--- src/rtl/lsu_mem_stage.sv ---
// lsu_mem_stage: load/store unit in front of a word-addressed data memory
// with an asynchronous read port and no byte enables.
//
// Handles one request at a time: word/byte loads (byte loads sign- or
// zero-extended) and word/byte stores. A byte store is a read-modify-write
// over two cycles (ACCESS reads the word, MERGE writes it back with one lane
// replaced). Every request ends in a single RESP cycle with resp_valid high.
//
// Ports:
//   clk, rst             clock, synchronous active-high reset
//   req_*                request from execute (valid/ready handshake)
//   resp_valid/data/err  one-cycle completion to writeback
//   mem_*                data memory port (mem_rdata is combinational)
//
// Optional build macro LSU_MISALIGN_TRAP_EN: word accesses with addr[0]=1
// skip the memory and complete with resp_err=1, resp_data=0. Without it,
// resp_err is constant 0 and misaligned word addresses are silently aligned.
//
// DW must be 16: the byte lanes are hard-wired to [7:0] and [15:8].
module lsu_mem_stage #(
  parameter int AW = 16,
  parameter int DW = 16
) (
  input  logic          clk,
  input  logic          rst,
  input  logic          req_valid,
  output logic          req_ready,
  input  logic          req_we,
  input  logic          req_byte,
  input  logic          req_signed,
  input  logic [AW-1:0] req_addr,
  input  logic [DW-1:0] req_wdata,
  output logic          resp_valid,
  output logic [DW-1:0] resp_data,
  output logic          resp_err,
  output logic [AW-1:0] mem_addr,
  output logic [DW-1:0] mem_wdata,
  output logic          mem_write,
  output logic          mem_read,
  input  logic [DW-1:0] mem_rdata
);

  localparam logic [1:0] S_IDLE   = 2'd0;
  localparam logic [1:0] S_ACCESS = 2'd1;
  localparam logic [1:0] S_MERGE  = 2'd2;
  localparam logic [1:0] S_RESP   = 2'd3;

  logic [1:0]    state;
  logic          r_we, r_byte, r_signed;
  logic [AW-1:0] r_addr;
  logic [DW-1:0] r_wdata;
  logic [DW-1:0] rmw_word;

  logic          accept;
  logic          misalign;
  logic [7:0]    lane;
  logic [DW-1:0] load_val;
  logic [DW-1:0] merged;
  logic          word_store;

  assign req_ready  = (state == S_IDLE);
  assign accept     = req_valid && req_ready;
  assign word_store = r_we && !r_byte;

`ifdef LSU_MISALIGN_TRAP_EN
  assign misalign = !r_byte && r_addr[0];
`else
  assign misalign = 1'b0;
`endif

  // Little-endian lane select: odd byte address lives in the high lane.
  assign lane     = r_addr[0] ? mem_rdata[15:8] : mem_rdata[7:0];
  assign load_val = !r_byte   ? mem_rdata :
                    r_signed  ? {{(DW-8){lane[7]}}, lane} :
                                {{(DW-8){1'b0}}, lane};
  assign merged   = r_addr[0] ? {r_wdata[7:0], rmw_word[7:0]} :
                                {rmw_word[DW-1:8], r_wdata[7:0]};

  // Memory strobes are gated by rst so an in-flight store never commits
  // on the edge that takes the reset.
  always_comb begin
    mem_read  = 1'b0;
    mem_write = 1'b0;
    mem_addr  = '0;
    mem_wdata = r_wdata;
    if (!rst) begin
      if (state == S_ACCESS) begin
        mem_addr  = {r_addr[AW-1:1], 1'b0};
        mem_read  = !misalign && !word_store;
        mem_write = !misalign && word_store;
      end else if (state == S_MERGE) begin
        mem_addr  = {r_addr[AW-1:1], 1'b0};
        mem_write = 1'b1;
        mem_wdata = merged;
      end
    end
  end

  always_ff @(posedge clk) begin
    if (rst) begin
      state      <= S_IDLE;
      r_we       <= 1'b0;
      r_byte     <= 1'b0;
      r_signed   <= 1'b0;
      r_addr     <= '0;
      r_wdata    <= '0;
      rmw_word   <= '0;
      resp_valid <= 1'b0;
      resp_data  <= '0;
    end else begin
      resp_valid <= 1'b0;
      case (state)
        S_IDLE: if (accept) begin
          r_we     <= req_we;
          r_byte   <= req_byte;
          r_signed <= req_signed;
          r_addr   <= req_addr;
          r_wdata  <= req_wdata;
          state    <= S_ACCESS;
        end
        S_ACCESS: begin
          if (!misalign && r_we && r_byte) begin
            rmw_word <= mem_rdata;
            state    <= S_MERGE;
          end else begin
            // Stores and faulted accesses report zero data.
            resp_data  <= (misalign || r_we) ? '0 : load_val;
            resp_valid <= 1'b1;
            state      <= S_RESP;
          end
        end
        S_MERGE: begin
          resp_data  <= '0;
          resp_valid <= 1'b1;
          state      <= S_RESP;
        end
        default: state <= S_IDLE;
      endcase
    end
  end

`ifdef LSU_MISALIGN_TRAP_EN
  // Fault flag is set at completion and held until the next accept.
  always_ff @(posedge clk) begin
    if (rst)                               resp_err <= 1'b0;
    else if (accept)                       resp_err <= 1'b0;
    else if (state == S_ACCESS && misalign) resp_err <= 1'b1;
  end
`else
  assign resp_err = 1'b0;
`endif

endmodule

--- config.mk ---
export PLATFORM = sky130hd
export DESIGN_NAME = lsu_mem_stage
export DESIGN_NICKNAME = d
export VERILOG_FILES = /design/src/rtl/lsu_mem_stage.sv
export SDC_FILE = /design/constraint.sdc
export NUM_CORES = 1
export LEC_CHECK = 0
export BUFFER_PORTS_ARGS = -buffer_cell sky130_fd_sc_hd__clkbuf_2
export CORE_AREA = 2 2 75 149
export CTS_CLUSTER_DIAMETER = 60
export DETAILED_ROUTE_END_ITERATION = 7
export DIE_AREA = 0 0 77 151
export PLACE_DENSITY = 0.58
export SETUP_SLACK_MARGIN = 0.5
export SLEW_MARGIN = 10
export SYNTH_ARGS = -nofsm -noshare
export SYNTH_HDL_FRONTEND = slang
export SYNTH_SLANG_ARGS = --single-unit
export TNS_END_PERCENT = 10
--- constraint.sdc ---
create_clock -name clk -period 1.8 [get_ports clk]
set_input_delay 0 -clock clk [delete_from_list [all_inputs] [get_ports clk]]
set_output_delay 0 -clock clk [all_outputs]
set_load 0.02 [all_outputs]
==> results.sh <==
export IMPL_tritoncts_clock_tree="built"
export IMPL_timing_hold_ws_ps=54.30
export IMPL_diodes=0
export IMPL_synth_top_cells_by_area="dfxtp_1 (45%), nand2_1 (13%), a21oi_1 (9.7%)"
export IMPL_cts_reportedPaths_clkPinSlew_ps=50
export IMPL_placement_io_buffers=104
export IMPL_synth_top_area_share=0.4511
export IMPL_synthDominantAreaCellType="dfxtp_1"
export IMPL_finalNetCount=595
export IMPL_switching_share=0.4079
export IMPL_run_status="finished with violations"
export IMPL_fill_cells=978
export IMPL_core_rowCount=53
export IMPL_grt_max_degree=36
export IMPL_setup_violations_final=10
export IMPL_critical_path_max_fanout=8
export IMPL_core_area_mm2=0.01048
export IMPL_synth_area_per_cell_um2=8.219
export IMPL_final_setup_worst_slack_ps=-52.55
export IMPL_async_reset_ff_frac=0
export IMPL_hold_class="in2reg"
export IMPL_p_clk_frac=0.221
export IMPL_layout_min_cycle_time_ps=1853
export IMPL_fmax_mhz=539.8
export IMPL_route_vias_total=3226
export IMPL_kind_of_end_point_of_the_critical_path="primary output"
export IMPL_max_slew_worst_pin_slew_ps=538.2
export IMPL_vias_per_cell=4.765
export IMPL_die_height_um=151
export IMPL_cts_made_buffers=9
export IMPL_slew_limit_headroom=0.6412
export IMPL_die_width_um=77
export IMPL_internal_power_mw=4.363
export IMPL_synth_seq_area_share=0.4511
export IMPL_detailedPlacementHpwl_um=7068
export IMPL_drc=0
export IMPL_fp_dieArea_mm2=0.01163
export IMPL_area_growth_synth_to_final_pct=72.49
export IMPL_htree_num_levels=3
export IMPL_critPathRequiredTime_ps=1800
export IMPL_timing_critical_path_from_type="flip-flop"
export IMPL_max_cap_violations=0
export IMPL_netSwitchingPower_mw=3.006
export IMPL_yosysMostFrequentCell="nand2_1"
export IMPL_vias_in_the_first_global_route=3294
export IMPL_final_period_utilization=1.029
export IMPL_gr_total_overflow=0
export IMPL_synth_enable_flop_cells=0
export IMPL_total_power_draw_mw=7.368
export IMPL_cts_root_to_sink_buffers=2
export IMPL_power_frac_seq=0.298
export IMPL_antenna_found_initial=0
export IMPL_leakage_nw=2.333
export IMPL_yosys_register_bits=70
export IMPL_postSynthCellCount=378
export IMPL_rsz0062_at_grt="true"
export IMPL_grt_pass1_wl_um=16040
export IMPL_detail_route_wl_per_cell_um=15.78
export IMPL_cts_root_buf="clkbuf_16"
export IMPL_final_hold_violation_count=0
export IMPL_synth_cells_most_frequent="nand2_1 (107), dfxtp_1 (70), a21oi_1 (60), nor2_1 (23)"
export IMPL_routabilityCongestion=0.8077
export IMPL_layout_cells_sized_above_1=0.4815
export IMPL_flip_flop_cell_with_the_highest_count_after_synthesis="dfxtp_1"
export IMPL_initialDrtViolationCount=158
export IMPL_powerDensity_mw_per_mm2=1375
export IMPL_wl_um=10680
export IMPL_pwr_share_comb=0.481
export IMPL_final_antenna_net_count=0
export IMPL_criticalPathCategory="reg2out"
export IMPL_floorplan_initialDensity=0.2965
export IMPL_finish_utilization=0.5115
export IMPL_cts_sinks=70
export IMPL_setup_tns_after_final_layout_ps=-377.8
export IMPL_timing_max_transition_violations_final=0
export IMPL_worstSkewPairLatency_ps=330
export IMPL_yosysUniqueCellTypes=33
export IMPL_clock_skew_ps=2.961
export IMPL_drt_first_pass_iters=4
export IMPL_stdcell_area_mm2=0.005359
export IMPL_grt_util_all_layers=0.1788
export IMPL_ioPinCount=107
export IMPL_synth_warning_count=0
export IMPL_failed_checks="setup timing"
export IMPL_postPlaceCellArea_mm2=0.003762
export IMPL_critPathArrivalTime_ps=1850
export IMPL_post_synth_instance_area_mm2=0.003107
export IMPL_worst_ir_drop_vdd_mv=1.650
[final timing paths]
kind / startpoint / endpoint / slack (ps) / depth (start not counted)
setup / recovery: state[1] / mem_wdata[7] / -50 / 6
hold / removal: req_valid / state[0] / 50 / 4
setup reg to reg: state[1] / resp_data[9] / 230 / 6
hold reg to reg: rmw_word[10] / rmw_word[10] / 460 / 2
[per-stage QoR]
stage	setup slack, ps	cells
finish	-52.55	677
global route	-132.8	677
CTS	-77.85	675
detailed placement	33.90	603
global placement	128.4	603
floorplan	205.0	379
[placed cells by master, fill, tap and decap left out, types with 3 or more instances in the layout]
master	count
clkbuf_2	95
nand2_1	68
dfxtp_1	67
dlygate4sd3_1	53
a21oi_2	40
nand2_4	37
nor2_1	20
a21oi_1	20
mux2i_1	17
and2_1	16
inv_1	10
buf_4	10
clkbuf_16	9
mux2_4	8
o32ai_2	8
o2bb2ai_2	8
buf_6	8
ha_4	3
clkinv_2	3
[logic make-up (layout without fill, tap and decap cells)]
| logic type | after synthesis | after routing | synth area share |
|---|---|---|---|
| and+or+nand+nor | 153 | 153 | 0.2074 |
| AOI/OAI and AO/OA | 85 | 85 | 0.1655 |
| DFF | 70 | 70 | 0.4511 |
| buffers and inverters | 38 | 199 | 0.05759 |
| muxes | 26 | 26 | 0.09706 |
| adders and majority gates | 5 | 5 | 0.02014 |
| other | 1 | 2 | 0.001207 |
[worst max-delay path, cell delays in order (launching register included)]
cell	delay, ps
dfxtp_4	380
inv_4	40
ha_4	170
nor3b_4	210
and2_4	260
mux2_4	330
buf_8	130
[metal layers]
metal	vias up	track usage	routed length (um)
met2	80	0.3588	6319
met1	1543	0.1662	3654
met3	30	0.03456	304
met4	0	0.09375	405
met5	-	0	0
li1	1573	-	-
[power by group through the flow]
stage	Sequential (mW)	Combinational (mW)	Clock (mW)
floorplan	2.29	1.47	0
finish	2.20	3.54	1.63
CTS	2.19	3.17	1.66
detailed placement	2.18	2.36	0
global route	2.23	3.79	1.72
global placement	2.17	2.32	0
[layout make-up]
cell class	count	area (um^2)	area share
multi-input combinational	271	2176	0.4060
sequential	70	1410	0.2631
timing repair buffer	172	1276	0.2382
clock buffer	11	252.7	0.04716
tap	137	171.4	0.03199
inverter	12	50.05	0.009339
clock inverter	4	22.52	0.004203
[sequential cells by signal (all words and copies together), names as in the netlist]
name and count:
r_addr 16, r_wdata 16, resp_data 16, rmw_word 16
state 2, r_byte 1, r_signed 1, r_we 1
resp_valid 1
[timing repair]
action                                  in CTS  in global routing
gates resized for setup                    119                 76
hold buffers                                53                  0
pin swaps                                   80                 82
buffers inserted                             4                  2
endpoints found under the setup margin      99                101
endpoints found under the hold margin       57                  0
(Power assumes the default switching activity.)
